[src/rtl/serial_subtractor.sv]
// serial_subtractor
// Bit-serial subtractor: computes (a - b - bin) one bit per clock, LSB first,
// using a single full-subtractor cell, a borrow register and shift registers.
// A start/busy/done handshake frames each operation. An operation takes
// WIDTH+2 cycles from one accept to the next.
//
// Ports:
//   clk    - system clock, rising-edge active
//   rst    - synchronous reset, active-high, priority over everything
//   start  - request a subtraction; only looked at while idle
//   a, b   - minuend / subtrahend, captured on an accepted start
//   bin    - borrow-in, captured on an accepted start
//   busy   - high while bits are being shifted through the cell
//   done   - one-cycle pulse when diff/bout/ovf take a new result
//   diff   - (a - b - bin) mod 2^WIDTH, held until the next done
//   bout   - final borrow-out (unsigned a < b + bin)
//   ovf    - two's-complement overflow of a - b - bin
module serial_subtractor #(
    parameter int WIDTH = 8
) (
    input  logic             clk,
    input  logic             rst,
    input  logic             start,
    input  logic [WIDTH-1:0] a,
    input  logic [WIDTH-1:0] b,
    input  logic             bin,
    output logic             busy,
    output logic             done,
    output logic [WIDTH-1:0] diff,
    output logic             bout,
    output logic             ovf
);

    localparam int CW = $clog2(WIDTH);
    localparam logic [CW-1:0] LAST_BIT = CW'(WIDTH - 1);

    typedef enum logic [1:0] {
        IDLE  = 2'd0,
        SHIFT = 2'd1,
        DONE  = 2'd2
    } state_t;

    state_t           state_reg;
    logic [WIDTH-1:0] a_sh_reg;
    logic [WIDTH-1:0] b_sh_reg;
    logic [WIDTH-1:0] res_reg;
    logic             borrow_reg;
    logic [CW-1:0]    count_reg;
    logic             a_msb_reg;
    logic             b_msb_reg;
    logic             busy_reg;
    logic             done_reg;
    logic [WIDTH-1:0] diff_reg;
    logic             bout_reg;
    logic             ovf_reg;

    // Single full-subtractor cell operating on the current LSBs.
    logic             d_bit;
    logic             borrow_next;
    logic [WIDTH-1:0] res_next;

    assign d_bit       = a_sh_reg[0] ^ b_sh_reg[0] ^ borrow_reg;
    assign borrow_next = (~a_sh_reg[0] & b_sh_reg[0])
                       | (~(a_sh_reg[0] ^ b_sh_reg[0]) & borrow_reg);

    // The new difference bit enters at the MSB; after WIDTH steps the first
    // (LSB) bit has walked all the way down to bit 0.
    assign res_next = {d_bit, res_reg[WIDTH-1:1]};

    always_ff @(posedge clk) begin
        if (rst) begin
            state_reg  <= IDLE;
            a_sh_reg   <= '0;
            b_sh_reg   <= '0;
            res_reg    <= '0;
            borrow_reg <= 1'b0;
            count_reg  <= '0;
            a_msb_reg  <= 1'b0;
            b_msb_reg  <= 1'b0;
            busy_reg   <= 1'b0;
            done_reg   <= 1'b0;
            diff_reg   <= '0;
            bout_reg   <= 1'b0;
            ovf_reg    <= 1'b0;
        end else begin
            done_reg <= 1'b0;
            case (state_reg)
                IDLE: begin
                    if (start) begin
                        a_sh_reg   <= a;
                        b_sh_reg   <= b;
                        res_reg    <= '0;
                        borrow_reg <= bin;
                        count_reg  <= '0;
                        a_msb_reg  <= a[WIDTH-1];
                        b_msb_reg  <= b[WIDTH-1];
                        busy_reg   <= 1'b1;
                        state_reg  <= SHIFT;
                    end
                end
                SHIFT: begin
                    a_sh_reg   <= a_sh_reg >> 1;
                    b_sh_reg   <= b_sh_reg >> 1;
                    res_reg    <= res_next;
                    borrow_reg <= borrow_next;
                    count_reg  <= count_reg + 1'b1;
                    if (count_reg == LAST_BIT) begin
                        // Last bit: publish the result in the same edge.
                        // d_bit here is the result's sign bit.
                        diff_reg  <= res_next;
                        bout_reg  <= borrow_next;
                        ovf_reg   <= (a_msb_reg != b_msb_reg) && (d_bit != a_msb_reg);
                        busy_reg  <= 1'b0;
                        done_reg  <= 1'b1;
                        state_reg <= DONE;
                    end
                end
                DONE: begin
                    state_reg <= IDLE;
                end
                default: begin
                    state_reg <= IDLE;
                    busy_reg  <= 1'b0;
                end
            endcase
        end
    end

    assign busy = busy_reg;
    assign done = done_reg;
    assign diff = diff_reg;
    assign bout = bout_reg;
    assign ovf  = ovf_reg;

endmodule

[config.mk]
export PLATFORM = sky130hd
export DESIGN_NAME = serial_subtractor
export DESIGN_NICKNAME = d
export VERILOG_FILES = /design/src/rtl/serial_subtractor.sv
export SDC_FILE = /design/constraint.sdc
export NUM_CORES = 1
export LEC_CHECK = 0
export CAP_MARGIN = 20
export CORE_MARGIN = 4
export CORE_UTILIZATION = 45
export DETAILED_ROUTE_END_ITERATION = 10
export PLACE_DENSITY = 0.76
export RECOVER_POWER = 25
export SETUP_SLACK_MARGIN = 0.02
export SYNTH_ARGS = -nofsm -noshare
export SYNTH_HDL_FRONTEND = slang
export SYNTH_SLANG_ARGS = --single-unit
[constraint.sdc]
create_clock -name clk -period 1.7 [get_ports clk]
set_input_delay 0.17 -clock clk [delete_from_list [all_inputs] [get_ports clk]]
set_output_delay 0.17 -clock clk [all_outputs]
set_load 0.03 [all_outputs]
==> flow_summary.html <==
<table>
<tr><th>Metric</th><th>Value</th></tr>
<tr><th colspan="2">Yosys</th></tr>
<tr><td>Most frequent cell after synthesis</td><td>sky130_fd_sc_hd__dfxtp_1</td></tr>
<tr><td>Async set-or-reset flop fraction in the synthesized netlist</td><td>0%</td></tr>
<tr><td>Distinct cell type count after synthesis</td><td>28</td></tr>
<tr><td>Main area contributors after synthesis</td><td>sky130_fd_sc_hd__dfxtp_1, sky130_fd_sc_hd__mux2i_1, sky130_fd_sc_hd__a211oi_2</td></tr>
<tr><td>Flops &amp; latches, synth</td><td>43</td></tr>
<tr><td>Netlist area before placement</td><td>0.00181 mm²</td></tr>
<tr><td>Mean Syn Cell Area</td><td>9.79 µm²</td></tr>
<tr><td>Top post-synthesis cells by count</td><td>sky130_fd_sc_hd__dfxtp_1, sky130_fd_sc_hd__nor2_1, sky130_fd_sc_hd__nand2_1, sky130_fd_sc_hd__a21oi_1, sky130_fd_sc_hd__mux2i_1</td></tr>
<tr><td>EDFF count, synth</td><td>0</td></tr>
<tr><td>Number of warnings printed during yosys synthesis</td><td>0</td></tr>
<tr><td>Sequential-to-total area share from yosys stat</td><td>47.5%</td></tr>
<tr><td>Fraction of synthesized cell area taken by the top area cell type</td><td>47.5%</td></tr>
<tr><td>Library cell occupying the most area in the post-synthesis netlist</td><td>sky130_fd_sc_hd__dfxtp_1</td></tr>
<tr><td>Primary FF master, synth</td><td>sky130_fd_sc_hd__dfxtp_1</td></tr>
<tr><td>Syn Nets</td><td>208</td></tr>
<tr><td>Instance count of the mapped netlist</td><td>185</td></tr>
<tr><th colspan="2">Layout</th></tr>
<tr><td>Multi-input logic area</td><td>823 µm²</td></tr>
<tr><td>Final layout net count</td><td>238</td></tr>
<tr><td>Final design utilization</td><td>59.5%</td></tr>
<tr><td>Final cell count without fillers</td><td>264</td></tr>
<tr><td>Fillers</td><td>329</td></tr>
<tr><td>Number of antenna diodes</td><td>0</td></tr>
<tr><td>Footprint of the flip-flops and latches</td><td>861 µm²</td></tr>
<tr><td>Fraction of final layout cells sized beyond drive strength 1</td><td>12.0%</td></tr>
<tr><td>Area growth from synthesis to final layout</td><td>24.0%</td></tr>
<tr><th colspan="2">Worst setup path</th></tr>
<tr><td>Worst Setup End Kind</td><td>primary output</td></tr>
<tr><td>Levels on crit path</td><td>1</td></tr>
<tr><td>Crit-path leading delay family</td><td>buffers and inverters</td></tr>
<tr><td>Critical Setup Path Class</td><td>flip-flop to primary output</td></tr>
<tr><td>Register-to-register setup slack</td><td>220 ps</td></tr>
<tr><td>Worst path cell trace</td><td>clkdlybuf4s50_1</td></tr>
<tr><td>Start point of the critical path</td><td>bout</td></tr>
<tr><td>Startpoint of the worst register-to-register path</td><td>count_reg[0]</td></tr>
<tr><td>Destination of the worst register-to-register timing path</td><td>bout</td></tr>
<tr><td>CP max stage delay</td><td>680 ps</td></tr>
<tr><td>Cell at the slowest stage of the critical path</td><td>sky130_fd_sc_hd__clkdlybuf4s50_1</td></tr>
<tr><td>R2R depth</td><td>5</td></tr>
<tr><td>Largest fanout on the critical path</td><td>2</td></tr>
<tr><td>Nature of the critical path startpoint</td><td>flip-flop</td></tr>
<tr><td>Data required, critical path</td><td>1530 ps</td></tr>
<tr><td>Number of buffers and inverters on the critical path</td><td>1</td></tr>
<tr><td>Worst setup path endpoint</td><td>bout</td></tr>
<tr><td>Arrival time reported for the critical path endpoint</td><td>1340 ps</td></tr>
<tr><th colspan="2">Place</th></tr>
<tr><td>Detailed-placement wirelength estimate</td><td>2.39 mm</td></tr>
<tr><td>PortBufs</td><td>31</td></tr>
<tr><td>Total placed cells including tap cells</td><td>256</td></tr>
<tr><td>Placer congestion estimate</td><td>0.755</td></tr>
<tr><th colspan="2">Clock tree</th></tr>
<tr><td>Deepest clock path buffer count</td><td>2</td></tr>
<tr><td>Quantity of hold-fixing buffers added after cts</td><td>0</td></tr>
<tr><td>Total of cells resized after clock tree synthesis</td><td>0</td></tr>
<tr><td>TritonCTS buffer count</td><td>5</td></tr>
<tr><td>Clk sink count</td><td>43</td></tr>
<tr><td>Buffer type at the clock tree root</td><td>sky130_fd_sc_hd__clkbuf_8</td></tr>
<tr><td>Max H-tree Level</td><td>2</td></tr>
<tr><td>Post-CTS clock slew at the launch and capture registers of the worst setup and hold paths</td><td>80 ps</td></tr>
<tr><td>Clock latency of the later-clocked register in the worst-skew pair</td><td>290 ps</td></tr>
<tr><td>CTS tree</td><td>built</td></tr>
<tr><td>Post-CTS repair timing setup buffer count</td><td>0</td></tr>
<tr><th colspan="2">Route</th></tr>
<tr><td>Final routed wire length divided by cell count</td><td>12.6 µm</td></tr>
<tr><td>Routed via count</td><td>1332</td></tr>
<tr><td>DRC errors left</td><td>0</td></tr>
<tr><td>1st-pass router iterations</td><td>4</td></tr>
<tr><td>Antenna-violating nets left</td><td>0</td></tr>
<tr><td>Average vias per placed instance</td><td>5.05</td></tr>
<tr><td>DRT Wirelength</td><td>3.33 mm</td></tr>
<tr><td>1st-iter DRT viols</td><td>73</td></tr>
<tr><th colspan="2">Timing</th></tr>
<tr><td>Final Skew</td><td>2.95 ps</td></tr>
<tr><td>Worst slew margin</td><td>69.7%</td></tr>
<tr><td>Tmin final</td><td>1510 ps</td></tr>
<tr><td>Unrepaired setup endpoints after global routing</td><td>no</td></tr>
<tr><td>Timing-limited maximum frequency</td><td>664 MHz</td></tr>
<tr><td>Count of endpoints failing setup in the final report</td><td>0</td></tr>
<tr><td>Final slew viol count</td><td>0</td></tr>
<tr><td>Fraction of the cycle the final worst path needs</td><td>88.5%</td></tr>
<tr><td>Slew at the pin closest to its max-slew limit</td><td>454 ps</td></tr>
<tr><td>Total negative slack</td><td>0 ps</td></tr>
<tr><td>Final hold slack</td><td>464 ps</td></tr>
<tr><td>Final hold viol count</td><td>0</td></tr>
<tr><th colspan="2">Outcome</th></tr>
<tr><td>Run status</td><td>finished clean</td></tr>
<tr><th colspan="2">Power and ir drop</th></tr>
<tr><td>Worst vdd rail ir drop</td><td>0.553 mV</td></tr>
<tr><td>Total leakage power</td><td>0.842 nW</td></tr>
<tr><td>P per Cell Area</td><td>964 mW/mm²</td></tr>
<tr><th colspan="2">Die</th></tr>
<tr><td>Floorplan Core Area</td><td>0.00377 mm²</td></tr>
<tr><td>Count of standard-cell rows</td><td>22</td></tr>
<tr><td>DIE HEIGHT</td><td>71.4 µm</td></tr>
<tr><td>Die span in x</td><td>71.4 µm</td></tr>
<tr><td>Full die area</td><td>0.00510 mm²</td></tr>
<tr><td>Initial Utilization</td><td>48.0%</td></tr>
<tr><td>Total I/O pin count</td><td>32</td></tr>
<tr><th colspan="2">Min path</th></tr>
<tr><td>Hold Path Class</td><td>flip-flop to flip-flop</td></tr>
<tr><th colspan="2">GRT</th></tr>
<tr><td>Antenna violations before repair</td><td>0</td></tr>
<tr><td>GRT Resource Usage Total</td><td>13.5%</td></tr>
<tr><td>First-pass GRT wire length</td><td>5.53 mm</td></tr>
<tr><td>Maximum number of pins on one net before global-route repair</td><td>30</td></tr>
<tr><td>Number of global-route vias before repair</td><td>1242</td></tr>
<tr><td>GRT Residual Overflow</td><td>0</td></tr>
<tr><th colspan="2">Flow run</th></tr>
<tr><td>Number of maximum-capacitance violations</td><td>0</td></tr>
</table>
## layout by cell type (no fill, tap or decap), drive strengths merged
| cell | count |
|---|---|
| o21ai | 3 |
| nand2 | 18 |
| a22oi | 9 |
| o221a | 1 |
| ha | 2 |
| nand3b | 2 |
| inv | 3 |
| o21bai | 1 |
| a2bb2oi | 1 |
| mux2i | 15 |
| a21o | 1 |
| nand2b | 6 |
| buf | 6 |
| dlygate4sd3 | 1 |
| clkinv | 1 |
| clkbuf | 7 |
| clkdlybuf4s50 | 30 |
| dfxtp | 43 |
| o21ba | 1 |
| nor2 | 29 |
| bufinv | 1 |
| fa | 1 |
| and3b | 1 |
| nor2b | 1 |
| a21oi | 15 |
| nor3b | 1 |
| a211oi | 16 |
## logic make-up after synthesis
group / after synthesis / synth area share (%)
buffers and inverters: 18 / 6.29
DFF: 43 / 47.5
AOI/OAI and AO/OA: 48 / 21.2
muxes: 15 / 8.29
adders and majority gates: 3 / 2.49
and+or+nand+nor: 58 / 14.2
## how the worst min path moves through the flow
stage             from          end  slack, ps  cells after the start
4_1_cts           b[7]  b_sh_reg[7]        450                      3
6_report       diff[2]      diff[2]        460                      2
5_1_grt           a[7]  a_sh_reg[7]        480                      3
3_5_place_dp   diff[3]      diff[3]        450                      2
2_1_floorplan     a[7]    a_msb_reg        330                      2
3_3_place_gp   diff[0]      diff[0]        450                      2
## stage by stage
stage / total power [W] / setup slack (ps) / cell area (µm²)
floorplan: 0.00131 / 383 / 1810
global placement: 0.00139 / 243 / 2140
detailed placement: 0.00140 / 156 / 2140
CTS: 0.00220 / 172 / 2260
global route: 0.00227 / 25.9 / 2240
finish: 0.00216 / 195 / 2240
## report_power, final
part           internal [W]  leakage, nW  switching, W
clock network      0.000475       0.0612      0.000321
registers           0.00106        0.352     0.0000319
logic              0.000143        0.429      0.000137
total               0.00167        0.842      0.000490
## routing by layer
layer | global-route usage [%] | share of wire [%] | vias up
met5 | 0 | 0 | -
met4 | 4.38 | 0.63 | 0
met3 | 4.07 | 4.4 | 4
met2 | 21.2 | 46 | 21
met1 | 17.7 | 48 | 610
li1 | - | - | 697
## area by class of cell
type | count | share of cell area (%)
flip-flops and latches | 43 | 38.4
multi-input cells | 124 | 36.7
repair buffers | 38 | 16.6
clock buffers | 6 | 3.68
well taps | 48 | 2.68
clock inverters | 2 | 1.56
inverters | 3 | 0.502
Note: power is estimated with default switching activity, not from simulation.
